===== src/rtl/write_order_scheduler.sv =====
// Per-slave W-channel sequencer: remembers AW grant order as {master, AWLEN}
// and steers W bursts from those masters in the same order, checking lengths.
module write_order_scheduler #(
  parameter int masters       = 2,
  parameter int LEN_WIDTH     = 4,
  parameter int pending_depth = 8,
  localparam int MW = (masters > 1) ? $clog2(masters) : 1,
  localparam int PW = $clog2(pending_depth)
) (
  input  logic                 ACLK,
  input  logic                 ARESETn,
  input  logic                 aw_push,
  input  logic [MW-1:0]        aw_master,
  input  logic [LEN_WIDTH-1:0] aw_len,
  input  logic                 w_beat,
  input  logic                 w_last,
  output logic                 order_full,
  output logic                 w_allow,
  output logic [MW-1:0]        w_src_master,
  output logic [LEN_WIDTH-1:0] beat_cnt,
  output logic [PW:0]          outstanding,
  output logic                 len_err,
  output logic                 len_err_sticky
);

  localparam logic [PW:0] DEPTH_C = (PW+1)'(pending_depth);

  function automatic logic [LEN_WIDTH-1:0] sat_inc(input logic [LEN_WIDTH-1:0] v);
    return (v == '1) ? v : v + LEN_WIDTH'(1);
  endfunction

  logic [MW-1:0]        mst_mem [pending_depth];
  logic [LEN_WIDTH-1:0] len_mem [pending_depth];

  logic [PW-1:0]        rd_ptr_q, rd_ptr_d, wr_ptr_q, wr_ptr_d;
  logic [PW:0]          count_q, count_d;
  logic [LEN_WIDTH-1:0] beat_cnt_q, beat_cnt_d;
  logic                 len_err_q, len_err_d;
  logic                 sticky_q, sticky_d;

  logic                 full, allow, push, pop;
  logic [MW-1:0]        head_mst;
  logic [LEN_WIDTH-1:0] head_len;

  always_comb begin
    full       = (count_q == DEPTH_C);
    allow      = (count_q != '0);
    head_mst   = mst_mem[rd_ptr_q];
    head_len   = len_mem[rd_ptr_q];
    // full is judged on the current count, so a same-cycle pop cannot make room
    push       = aw_push & ~full;
    pop        = w_beat & w_last & allow;

    rd_ptr_d   = pop  ? rd_ptr_q + PW'(1) : rd_ptr_q;
    wr_ptr_d   = push ? wr_ptr_q + PW'(1) : wr_ptr_q;
    count_d    = count_q;
    case ({push, pop})
      2'b10:   count_d = count_q + (PW+1)'(1);
      2'b01:   count_d = count_q - (PW+1)'(1);
      default: count_d = count_q;
    endcase

    beat_cnt_d = beat_cnt_q;
    if (pop)
      beat_cnt_d = '0;
    else if (w_beat & allow & ~w_last)
      beat_cnt_d = sat_inc(beat_cnt_q);

    len_err_d  = (aw_push & full)
               | (w_beat & ~allow)
               | (w_beat & allow & (w_last ? (beat_cnt_q != head_len)
                                           : (beat_cnt_q == head_len)));
    sticky_d   = sticky_q | len_err_d;
  end

  always_ff @(posedge ACLK) begin
    if (!ARESETn) begin
      rd_ptr_q   <= '0;
      wr_ptr_q   <= '0;
      count_q    <= '0;
      beat_cnt_q <= '0;
      len_err_q  <= 1'b0;
      sticky_q   <= 1'b0;
    end else begin
      rd_ptr_q   <= rd_ptr_d;
      wr_ptr_q   <= wr_ptr_d;
      count_q    <= count_d;
      beat_cnt_q <= beat_cnt_d;
      len_err_q  <= len_err_d;
      sticky_q   <= sticky_d;
    end
  end

  // Order storage carries no reset; validity is tracked by count_q alone.
  always_ff @(posedge ACLK) begin
    if (ARESETn && push) begin
      mst_mem[wr_ptr_q] <= aw_master;
      len_mem[wr_ptr_q] <= aw_len;
    end
  end

  assign order_full     = full;
  assign w_allow        = allow;
  assign w_src_master   = allow ? head_mst : '0;
  assign beat_cnt       = beat_cnt_q;
  assign outstanding    = count_q;
  assign len_err        = len_err_q;
  assign len_err_sticky = sticky_q;

endmodule

===== config.mk =====
export PLATFORM = sky130hd
export DESIGN_NAME = write_order_scheduler
export DESIGN_NICKNAME = d
export VERILOG_FILES = /design/src/rtl/write_order_scheduler.sv
export SDC_FILE = /design/constraint.sdc
export NUM_CORES = 1
export LEC_CHECK = 0
export BUFFER_PORTS_ARGS = -buffer_cell sky130_fd_sc_hd__buf_4
export CORE_MARGIN = 8
export CORE_UTILIZATION = 45
export CTS_BUF_LIST = sky130_fd_sc_hd__clkbuf_8
export DETAILED_ROUTE_END_ITERATION = 8
export GPL_ROUTABILITY_DRIVEN = 0
export HOLD_SLACK_MARGIN = 0.08
export SETUP_SLACK_MARGIN = 0.5
export SYNTH_ARGS = -nofsm -noshare
export SYNTH_HDL_FRONTEND = slang
export SYNTH_SLANG_ARGS = --single-unit

===== constraint.sdc =====
create_clock -name ACLK -period 3.2 [get_ports ACLK]
set_input_delay 0.64 -clock ACLK [delete_from_list [all_inputs] [get_ports ACLK]]
set_output_delay 0.64 -clock ACLK [all_outputs]
set_load 0.02 [all_outputs]

==> Yosys cells after proc, flatten, opt, wreduce, memory -nomap -nowiden <==
Memories as Yosys holds them, arrays and structs flattened. A register that Yosys moved wholly into a read port is not among the register bits.
Cells that the tools add are included.
{ "word_totals": {"ff_bits": 16, "ram_bits": 40, "in_bits": 10, "word_cells": 49, "memories": 2} }
{ "mem_list": {"columns": ["memory", "words", "word_bits", "read_ports", "rd_ports_with_merged_regs", "wr", "line_no", "rtl"], "rows": [
  ["len_mem", 8, 4, 1, 1, 1, "33", "logic [LEN_WIDTH-1:0] len_mem [pending_depth];"],
  ["mst_mem", 8, 1, 1, 1, 1, "32", "logic [MW-1:0] mst_mem [pending_depth];"]
]} }
{ "op_classes": {"n_addsub": 5, "eq_ne": 6, "muxes": 9, "bitwise_logic": 16, "reduce_logical": 5} }
{ "op_table": {"columns": ["op", "n"], "rows": [
  ["$mux 3", 4],
  ["$add 4x1->4 const B", 2],
  ["$and 1x1->1", 8],
  ["$eq 4x4->1 const B", 2],
  ["$pmux 4 s2", 1],
  ["$add 3x1->3 const B", 2],
  ["$not 1->1", 5],
  ["$eq 4x4->1", 1],
  ["$mux 1", 4],
  ["$ne 4x4->1", 1],
  ["$reduce_bool 4->1", 1],
  ["$sub 4x1->4 const B", 1],
  ["$or 1x1->1", 3],
  ["$eq 2x1->1 const B", 1],
  ["$eq 2x2->1 const B", 1],
  ["$reduce_and 2->1", 1],
  ["$reduce_bool 2->1", 1],
  ["$reduce_or 2->1", 1],
  ["$logic_and 1x1->1", 1]
]} }

==> Logic depth before layout (Yosys ltp) <==
Gate-level depths: netlist of the first run.
{ "logic_depth": {"word_depth": 6, "ltp_mapped": 11} }

==> Least setup slack after synthesis of the first run <==
No wires, ideal clock.
{ "synth_path": {"path_kind": "register to register", "from": "reg count_q[3], in the netlist outstanding[3]", "to": "reg count_q[2], in the netlist outstanding[2]", "setup_ns": 0.076, "arrival_time_ns": 2.530, "t_required_ns": 3.124, "path_slack_ns": 0.594, "stages_incl_launch_ff": 12, "synth_period_minus_slack_ns": 2.606, "path_cell_list": "dfxtp_1 buf_2 o41a_1 nand2_1 inv_1 ha_1 xor2_1 ha_1 a41oi_1 xor2_1 or3_1 a21boi_0"} }
{ "synth_between": {"elab_chain_cells": 5, "word_cells_on_any_way": 9, "cone_classes": "eq/ne: 3; mux: 1; bitwise: 3; reduce/logical: 2"} }
{ "synth_lines": {"columns": ["element", "line_no", "rtl"], "rows": [
  ["from (decl)", "36", "logic [PW:0] count_q, count_d;"],
  ["from (signal assigned)", "87", "count_q <= count_d;"],
  ["$eq 4x4->1", "46", "full = (count_q == DEPTH_C);"],
  ["$not 1->1", "51", "push = aw_push & ~full;"],
  ["$and 1x1->1", "51", null],
  ["$eq 2x1->1 or $eq 2x2->1 (tied branches)", "57", "case ({push, pop})"],
  ["$pmux 4 s2 or $reduce_bool 2->1 (tied branches)", null, null]
]} }
Several ways; a longest one is shown, not always the timed one.
A chain may end at the register's enable or synchronous reset.

==> Final worst setup path of the first run <==
Same ends and word-level chain as after synthesis.

==> run_results.csv, run 1 <==
group,metric,value,unit
clock_tree,insertion_delay,340,ps
final_layout,fin_area,0.00306,mm^2
global_route,grt_max_degree,22,
clock_tree,path_clk_slew,70,ps
route,drt-total-wl,4860,um
clock_tree,clockBufferDepth,2,
final_layout,final.fill_count,463,
die,fp.dieH,91.6,um
route,wl_per_cell,16.1,um
timing,fmax,0.392,GHz
timing,relSlewSlack,0.576,
power_and_ir_drop,power_density,583,mW/mm^2
die,start_util,0.466,
place,hpwlAfterDp,3500,um
power_and_ir_drop,leakage,1.10,nW
timing,setup_viol,0,
final_layout,post-route-util,0.556,
global_route,antenna_found_initial,0,
timing,hold_viol_final,0,
final_layout,area_growth,19.2,%
global_route,grt_pass1_wl,8080,um
die,fp.dieW,91.6,um
global_route,grt_pass1_vias,1653,
setup_path,crit_family,"compound AO/OA/AOI/OAI gates",
logic_synthesis,synth_mux_area_frac,0.131,
clock_tree,cts_tree,"built",
place,placed_cell_area,0.00285,mm^2
setup_path,path_class,"flop to flop",
timing,whs,530,ps
die,core_region_area,0.00551,mm^2
logic_synthesis,synth_simple_gate_area_frac,0.107,
setup_path,cp_max_fo,8,
final_layout,layout_commonest_cell,"edfxtp_1",
setup_path,crit_chain,"o41a_1 > nand2_2 > inv_1 > ha_1 > xor2_1 > ha_1 > a41oi_2 > xor2_1 > or3_1 > a21boi_0",
die,num_io_pins,23,
final_layout,num_antenna_cells,0,
logic_synthesis,synthAdderAreaFrac,0.0244,
logic_synthesis,synth_area,0.00257,mm^2
die,fp-row-count,27,
final_layout,layout_common_cells,"edfxtp_1 (40), buf_4 (32), mux2i_1 (20), dfxtp_1 (18), nand2_1 (13)",
timing,fin_skew,5.63,ps
logic_synthesis,synth_seq_cells,59,
place,port_buffers,22,
power_and_ir_drop,ir_drop,0.430,mV
route,firstDrtPassIters,4,
clock_tree,cts_hold_buf,0,
route,antenna_left,0,
clock_tree,cts_made_buffers,9,
route,vias,1599,
worst_hold_path,hold_class,"flop to flop",
timing,rsz0062_at_grt,"false",
die,dieArea,0.00838,mm^2
timing,tns,0,ps
clock_tree,clock-root-buffer,"clkbuf_8",
setup_path,crit_slowest_cell,"o41a_1",
setup_path,arrival,2810,ps
route,viasPerCell,5.31,
logic_synthesis,synth-xor-area-share,0.0472,
logic_synthesis,ys_seq_area_frac,0.616,
timing,worst_pin_slew,634,ps
run_status,status,"finished clean",
logic_synthesis,yosys_warnings,0,
setup_path,start_kind,"flop",
route,drc_errors,0,
run,drv_cap,0,
global_route,grt_overflow,0,
route,drt_iter0_markers,100,
logic_synthesis,syn_inst,187,
setup_path,crit_path_max_incr_delay,510,ps
clock_tree,htreeDepth,3,
logic_synthesis,synth_cell_type_count,35,
timing,drv_slew,0,
logic_synthesis,synth_compound_area_frac,0.0511,
clock_tree,clkSinkCount,59,
global_route,grt_use_total,0.126,
logic_synthesis,avgSynthCellArea,13.7,um^2
setup_path,path_buf_inv,1,
timing,finalCriticalPeriod,2550,ps
final_layout,drive_gt1_frac,0.258,
setup_path,crit_path_end_kind,"flop",
timing,min_period_over_period,0.797,
setup_path,required,3460,ps
final_layout,fin_nets,239,
logic_synthesis,syn_nets,202,
logic_synthesis,synth_top_family_by_area,"multiplexers",
-- cell type report --
cell class,instances,area [um^2],area share
sequential,59,1580,0.517
timing repair buffer,32,240,0.0785
multi-input combinational,116,935,0.305
inverter,6,22.5,0.00736
tap,72,90.1,0.0294
clock inverter,7,67.6,0.0221
clock buffer,9,124,0.0405
-- path summary, 6_finish.rpt --
| check | startpoint | endpoint | slack (ps) | cells after the start |
|---|---|---|---|---|
| setup / recovery | outstanding[3] | outstanding[2] | 650 | 10 |
| hold / removal | rd_ptr_q[1] | rd_ptr_q[1] | 530 | 2 |
| setup reg to reg | outstanding[3] | outstanding[2] | 650 | 10 |
| hold reg to reg | rd_ptr_q[1] | rd_ptr_q[1] | 530 | 2 |
-- cell families (layout without fill, tap and decap cells) --
family          after synthesis  count (layout)
simple gates                 53              53
xor+xnor                     13              13
flops                        59              59
compound gates               19              19
fa+ha+maj                     5               5
buf+inv                      12              54
mux                          26              26
-- metal layers --
layer | up-vias | GRT usage | part of all wire
li1 | 771 | - | -
met1 | 785 | 0.142 | 0.44
met2 | 31 | 0.204 | 0.48
met3 | 12 | 0.0469 | 0.046
met4 | 0 | 0.0668 | 0.026
met5 | - | 0 | 0
-- power breakdown --
part	switching, mW	internal [mW]
combinational	0.133	0.121
sequential	0.0363	0.844
clock	0.297	0.356
total	0.466	1.32
-- what timing repair did --
| action | in CTS | in global routing |
|---|---|---|
| gates resized for setup | 1 | 2 |
| buffers inserted | 0 | 1 |
| endpoints found under the hold margin | 0 | 0 |
| pin swaps | 0 | 1 |
| setup endpoints to repair | 1 | 1 |
-- cells in the mapped netlist --
cell / count / area share
a21boi_0: 3 / 0.0088
a21oi_1: 3 / 0.0058
a31oi_1: 1 / 0.0024
a41o_1: 1 / 0.0039
a41oi_1: 1 / 0.0034
and2_1: 5 / 0.012
and3b_1: 1 / 0.0034
buf_2: 2 / 0.0039
buf_6: 2 / 0.0088
clkbuf_1: 2 / 0.0029
dfxtp_1: 19 / 0.15
edfxtp_1: 40 / 0.47
ha_1: 5 / 0.024
inv_1: 6 / 0.0088
mux2i_1: 20 / 0.078
mux4_2: 6 / 0.053
nand2_1: 14 / 0.020
nand3_1: 6 / 0.012
nand4_1: 1 / 0.0024
nor2_1: 8 / 0.012
nor2b_1: 6 / 0.015
nor3_1: 5 / 0.0097
nor3_2: 1 / 0.0039
nor3b_1: 2 / 0.0058
nor4_1: 2 / 0.0049
o211ai_1: 2 / 0.0058
o21ai_0: 5 / 0.0097
o32ai_1: 1 / 0.0034
o41a_1: 1 / 0.0044
o41ai_1: 1 / 0.0034
or3_1: 1 / 0.0024
or3b_2: 1 / 0.0034
xnor2_1: 6 / 0.020
xnor2_2: 1 / 0.0063
xor2_1: 6 / 0.020
-- sequential cells by signal, indices dropped and copies added (netlist names), named ones only --
register and count:
beat_cnt 4, len_err_sticky 1, mst_mem 8, len_err 1, wr_ptr_q 3, len_mem 32, outstanding 4, rd_ptr_q 3
-- per-stage QoR --
step | std cells | setup slack [ps] | power [mW]
after floorplan | 187 | 594 | 1.06
after global placement | 284 | 587 | 1.14
after detailed placement | 284 | 495 | 1.15
after CTS | 300 | 553 | 1.80
after global routing | 301 | 499 | 1.86
final | 301 | 648 | 1.79
-- tightest hold or removal path: stages (launching register included) --
cell and delay, ps:
dfxtp_1 310, nand2_1 50, a21boi_0 110
(Power assumes the default switching activity.)
==> run 2, diff against run 1 <==
--- a/config.mk
+++ b/config.mk
@@ -5,6 +5,7 @@
 export SDC_FILE = /design/constraint.sdc
 export NUM_CORES = 1
 export LEC_CHECK = 0
+export ABC_AREA = 1
 export BUFFER_PORTS_ARGS = -buffer_cell sky130_fd_sc_hd__buf_4
 export CORE_MARGIN = 8
 export CORE_UTILIZATION = 45
==> constraint.sdc (replaced) <==
create_clock -name ACLK -period 2.5 [get_ports ACLK]
set_input_delay 0.5 -clock ACLK [delete_from_list [all_inputs] [get_ports ACLK]]
set_output_delay 0.5 -clock ACLK [all_outputs]
set_load 0.02 [all_outputs]
==> run 2 against run 1 <==
Compared with the run above:
- combinational power grew 130%
- global-route usage grew 0.87 points
- wire length grew 12%
- first-iteration DRC count grew 24%
- highest routed layer unchanged
- sequential share of layout area shrank 2.8 points
- non-clock buffer count is the same
==> run_results.csv, run 2 <==
group,metric,value,unit
run_status,status,"finished clean",
logic_synthesis,synth_area,0.00263,mm^2
power_and_ir_drop,combPwrFrac,0.210,
power_and_ir_drop,leakage,1.38,nW
logic_synthesis,yosys-top-cells-count,"nand2_1 (64), inv_1 (44), edfxtp_1 (40)",
final_layout,fin_nets,339,
global_route,grt_pass1_vias,1835,
global_route,grt_max_degree,16,
global_route,grt_overflow,0,
final_layout,area_growth,23.7,%
route,viasPerCell,4.75,
route,drt-total-wl,5430,um
route,firstDrtPassIters,4,
logic_synthesis,yosys_warnings,0,
logic_synthesis,avgSynthCellArea,9.19,um^2
logic_synthesis,syn_nets,301,
power_and_ir_drop,power_frac_seq,0.421,
logic_synthesis,synth-main-ff-cell,"edfxtp_1",
worst_hold_path,hold_depth,1,
place,port_buffers,22,
setup_path,crit_chain,"buf_6 > o21ai_2 > o22ai_2 > o21ai_2 > a31oi_1 > buf_4",
clock_tree,clkSinkCount,59,
die,fp-row-count,28,
die,fp.dieH,92.4,um
die,num_io_pins,23,
timing,finalCriticalPeriod,1980,ps
route,wirelength_met1,2440,um
setup_path,crit_slowest_cell,"dfxtp_4",
timing,drv_slew,0,
global_route,antenna_found_initial,0,
route,drc_errors,0,
logic_synthesis,synth_cell_type_count,25,
timing,min_period_over_period,0.792,
route,antenna_left,0,
timing,setup_viol,0,
logic_synthesis,ys_seq_area_frac,0.602,
clock_tree,path_clk_slew,70,ps
setup_path,crit_family,"compound AO/OA/AOI/OAI gates",
final_layout,num_antenna_cells,0,
power_and_ir_drop,internal-power,1.98,mW
die,dieArea,0.00854,mm^2
route,wl_met3,146,um
place,post-place-ws,407,ps
power_and_ir_drop,power_density,845,mW/mm^2
clock_tree,htreeDepth,3,
setup_path,crit_path_end_kind,"output pin",
setup_path,crit_path_max_incr_delay,370,ps
clock_tree,cts_tree,"built",
setup_path,r2r.worst_path.cells,11,
logic_synthesis,synth_seq_cells,59,
place,hpwlAfterDp,3730,um
setup_path,cp_num_cells,6,
setup_path,cp_max_fo,2,
setup_path,start_kind,"flop",
logic_synthesis,synthArstFlopShare,0,
final_layout,layout_common_cells,"nand2_1 (63), inv_1 (44), edfxtp_1 (40), nand3_1 (32), buf_4 (30)",
setup_path,arrival,1480,ps
logic_synthesis,synth_edf_count,40,
die,fp.dieW,92.4,um
die,start_util,0.455,
final_layout,multiInputGateArea,900,um^2
final_layout,final.fill_count,528,
final_layout,drive_gt1_frac,0.198,
global_route,grt_pass1_wl,8870,um
route,topRoutingLayerUsed,"met4",
clock_tree,insertion_delay,330,ps
final_layout,largest_reg_flops,32,
logic_synthesis,syn_inst,286,
route,drt_iter0_markers,124,
setup_path,required,2000,ps
final_layout,reg_top3,"len_mem x32, mst_mem x8",
timing,worst_pin_slew,633,ps
clock_tree,cts_hold_buf,0,
logic_synthesis,yosys.area.top_type_share,0.457,
timing,rsz0062_at_grt,"true",
clock_tree,clock-root-buffer,"clkbuf_8",
final_layout,layout_commonest_cell,"nand2_1",
timing,fin_skew,4.64,ps
timing,hold_viol_final,0,
route,wl_met2,2750,um
die,core_region_area,0.00578,mm^2
final_layout,top_register,"len_mem",
clock_tree,clockBufferDepth,2,
power_and_ir_drop,p_sw,769,uW
global_route,grt_use_total,0.135,
timing,fmax,0.505,GHz
power_and_ir_drop,ir_drop,0.459,mV
power_and_ir_drop,p_total,2.75,mW
run,drv_cap,0,
power_and_ir_drop,pwr-share-clk,0.369,
route,vias,1920,
power_and_ir_drop,p_sw_frac,0.280,
final_layout,register_area,0.00159,mm^2
logic_synthesis,synthTopCellsByArea,"edfxtp_1 (46%), dfxtp_1 (14%), nand2_1 (9.1%), inv_1 (6.3%), nand3_1 (6.1%)",
timing,setup_slack,521,ps
worst_hold_path,hold_class,"primary input to flop",
timing,relSlewSlack,0.575,
setup_path,path_buf_inv,2,
route,wl_per_cell,13.4,um
logic_synthesis,synth_top_area_cell,"edfxtp_1",
setup_path,path_class,"flop to output pin",
logic_synthesis,synth.most_common_cell,"nand2_1",
clock_tree,cts_made_buffers,9,
setup_path,cpMostUsedCell,"o21ai_2",
timing,tns,0,ps
-- run 2: cell families (layout without fill, tap and decap cells) --
kind of cell / count (synthesis) / in the layout / synth area share
AND/OR/NAND/NOR: 136 / 136 / 0.219
AO/OA/AOI/OAI: 29 / 29 / 0.0605
adder cells (fa/ha/maj): 5 / 5 / 0.0238
buffers and inverters: 52 / 95 / 0.0785
XOR/XNOR: 5 / 5 / 0.0167
flip-flops: 59 / 59 / 0.602
-- run 2: layout make-up --
cell class	instances	area share
clock inverters	7	0.0327
clock buffers	9	0.0381
well taps	75	0.0289
repair buffers	32	0.0762
flip-flops and latches	59	0.489
inverters	47	0.0581
multi-input cells	175	0.277
-- run 2: power by group through the flow --
stage | registers, mW | logic, mW | clock network (mW)
6_report | 1.16 | 0.577 | 1.01
3_5_place_dp | 1.17 | 0.526 | 0
3_3_place_gp | 1.17 | 0.523 | 0
4_1_cts | 1.15 | 0.565 | 1.03
5_1_grt | 1.16 | 0.647 | 1.07
2_1_floorplan | 1.19 | 0.325 | 0
-- run 2: what timing repair did --
item,CTS,global route
gates resized for setup,15,12
cloned,0,0
buffers inserted,4,0
pin swaps,2,4
setup endpoints to repair,3,24
-- run 2: worst paths after layout --
kind	startpoint	endpoint	slack (ps)
worst min-delay path	aw_len[3]	len_mem[2][3]	410
worst min register to register	rd_ptr_q[2]	flop	450
worst max register to register	outstanding[0]	outstanding[3]	600
worst max-delay path	flop	w_src_master	520
-- run 2: layer usage --
layer | vias up | GRT usage
met2 | 19 | 0.232
met1 | 878 | 0.154
met5 | - | 0
li1 | 1013 | -
met4 | 0 | 0.0644
met3 | 10 | 0.0332
-- run 2: through the flow --
step	hold slack, ps	utilization	area [um^2]	instances
2_1_floorplan	412	-	2640	286
3_3_place_gp	427	0.504	2920	384
3_5_place_dp	428	0.504	2920	384
4_1_cts	394	0.556	3220	404
5_1_grt	392	0.563	3250	404
6_report	407	0.563	3250	404
==> run 3, diff against run 2 <==
--- a/config.mk
+++ b/config.mk
@@ -13,6 +13,7 @@
 export DETAILED_ROUTE_END_ITERATION = 8
 export GPL_ROUTABILITY_DRIVEN = 0
 export HOLD_SLACK_MARGIN = 0.08
+export PLACE_DENSITY = 0.65
 export SETUP_SLACK_MARGIN = 0.5
 export SYNTH_ARGS = -nofsm -noshare
 export SYNTH_HDL_FRONTEND = slang
==> constraint.sdc (replaced) <==
create_clock -name ACLK -period 1.8 [get_ports ACLK]
set_input_delay 0.36 -clock ACLK [delete_from_list [all_inputs] [get_ports ACLK]]
set_output_delay 0.36 -clock ACLK [all_outputs]
set_load 0.02 [all_outputs]
==> run 3 against run 2 <==
Compared with the run above:
- critical endpoint is now outstanding[2]
- count of clock-buffer cells in the layout unchanged
- die area unchanged
- setup slack got worse by 500 ps
- first-iteration DRC count decreased by 7.3%
- global-route usage increased by 1.6 points
- clock power decreased by 7%
- sequential power increased by 39%
- clock skew increased by 1.1 ps
- register-to-register slack got worse by 580 ps
- cell count increased by 5.9%
- highest routed layer unchanged
- via count increased by 11%
- core utilization increased by 10 points
- largest power group unchanged
==> run_results.csv, run 3 (synthesis results as in run 2) <==
group,metric,value,unit
timing,hold_viol_final,0,
final_layout,drive_gt1_frac,0.445,
setup_path,arrival,2030,ps
power_and_ir_drop,leakage,1.60,nW
run_status,status,"finished clean",
timing,setup_slack,22.4,ps
place,hpwlAfterDp,3880,um
final_layout,layout_common_cells,"nand2_1 (51), inv_1 (40), edfxtp_1 (40), buf_4 (34), buf_6 (20)",
die,fp.dieH,92.4,um
global_route,antenna_found_initial,0,
setup_path,crit_path_max_incr_delay,350,ps
global_route,grt_use_total,0.151,
setup_path,required,2050,ps
place,placed_cell_area,0.00310,mm^2
place,port_buffers,22,
worst_hold_path,hold_class,"primary input to flop",
final_layout,area_growth,46.1,%
setup_path,cp_max_fo,3,
clock_tree,htreeDepth,3,
setup_path,crit_path_end_kind,"flop",
die,num_io_pins,23,
power_and_ir_drop,p_sw,1.25,mW
final_layout,layout_commonest_cell,"nand2_1",
setup_path,crit_slowest_cell,"dfxtp_4",
setup_path,start_kind,"flop",
clock_tree,cts_tree,"built",
timing,min_period_over_period,0.988,
route,antenna_left,0,
timing,drv_slew,0,
die,fp-row-count,28,
clock_tree,cts_made_buffers,9,
setup_path,path_class,"flop to flop",
clock_tree,path_clk_slew,60,ps
run,drv_cap,0,
die,dieArea,0.00854,mm^2
die,fp.dieW,92.4,um
global_route,grt_overflow,0,
route,wl_per_cell,14.5,um
setup_path,crit_chain,"nor2_4 > nand3_4 > nand3_4 > inv_4 > ha_4 > xor2_4 > ha_4 > a31o_4 > xor2_1 > a21oi_1",
timing,fmax,0.563,GHz
final_layout,num_antenna_cells,0,
clock_tree,clockBufferDepth,2,
final_layout,largest_reg_flops,32,
timing,setup_viol,0,
final_layout,reg_top3,"len_mem x32, mst_mem x8",
power_and_ir_drop,power_frac_seq,0.417,
route,viasPerCell,4.97,
route,vias,2128,
timing,rsz0062_at_grt,"true",
power_and_ir_drop,internal-power,2.62,mW
power_and_ir_drop,pwr-share-clk,0.244,
global_route,grt_max_degree,16,
power_and_ir_drop,p_sw_frac,0.323,
final_layout,fin_area,0.00384,mm^2
setup_path,rrSetupSlack,20,ps
setup_path,path_buf_inv,1,
route,drc_errors,0,
clock_tree,clock-root-buffer,"clkbuf_8",
power_and_ir_drop,combPwrFrac,0.339,
timing,finalCriticalPeriod,1780,ps
route,drt_iter0_markers,115,
timing,worst_pin_slew,357,ps
global_route,grt_pass1_vias,2166,
timing,fin_skew,5.70,ps
die,start_util,0.455,
setup_path,crit_family,"flip-flops",
timing,tns,0,ps
power_and_ir_drop,power_density,1010,mW/mm^2
final_layout,top_register,"len_mem",
route,drt-total-wl,6210,um
route,firstDrtPassIters,4,
global_route,grt_pass1_wl,10100,um
clock_tree,clkSinkCount,59,
power_and_ir_drop,ir_drop,0.873,mV
timing,relSlewSlack,0.762,
die,core_region_area,0.00578,mm^2
final_layout,fin_nets,364,
clock_tree,insertion_delay,330,ps
clock_tree,cts_hold_buf,0,
power_and_ir_drop,p_total,3.87,mW
place,post-place-ws,17.6,ps
==> run 3: worst register-to-register path: stages (launching register included) <==
cell     delay, ps
dfxtp_4        350
nor2_4         140
nand3_4        110
nand3_4        100
inv_4           50
ha_4           170
xor2_4         160
ha_4           160
a31o_4         200
xor2_1         140
a21oi_1        120
==> run 3: what timing repair did <==
item                       4_1_cts  5_1_grt
setup endpoints to repair       55       64
gates resized for setup         49       66
pin swaps                       17       31
buffers inserted                17        7
==> run 3: layout make-up <==
type	instances	area, um^2
clock buffers	9	124
clock inverters	6	25.0
fillers	431	1940
inverters	47	199
multi-input cells	175	1260
flip-flops and latches	59	1610
well taps	75	93.8
repair buffers	57	531
==> run 3: through the flow <==
step / hold slack, ps / std cells / utilization
2_1_floorplan: 412 / 286 / -
6_report: 270 / 428 / 0.665
3_5_place_dp: 432 / 389 / 0.536
4_1_cts: 259 / 421 / 0.612
5_1_grt: 254 / 428 / 0.665
3_3_place_gp: 422 / 389 / 0.536
==> run 3: power groups by stage <==
stage	registers [mW]	logic, mW	clock network, mW
2_1_floorplan	1.68	0.504	0
3_3_place_gp	1.64	0.812	0
3_5_place_dp	1.65	0.826	0
4_1_cts	1.61	1.05	0.959
5_1_grt	1.62	1.42	1.03
6_report	1.61	1.31	0.942
==> run 3: worst paths after layout <==
| check | from | endpoint | depth (start not counted) |
|---|---|---|---|
| max | outstanding[0] | outstanding[2] | 10 |
| min | aw_master | mst_mem[3] | 1 |
| max reg2reg | outstanding[0] | outstanding[2] | 10 |
| min reg2reg | len_err_sticky | len_err_sticky | 2 |
==> run 3: routing by layer <==
layer,vias to the layer above,part of all wire,GRT usage
li1,1065,-,-
met1,1020,0.41,0.166
met2,33,0.54,0.266
met3,10,0.029,0.0348
met4,0,0.020,0.0765
met5,-,0,0
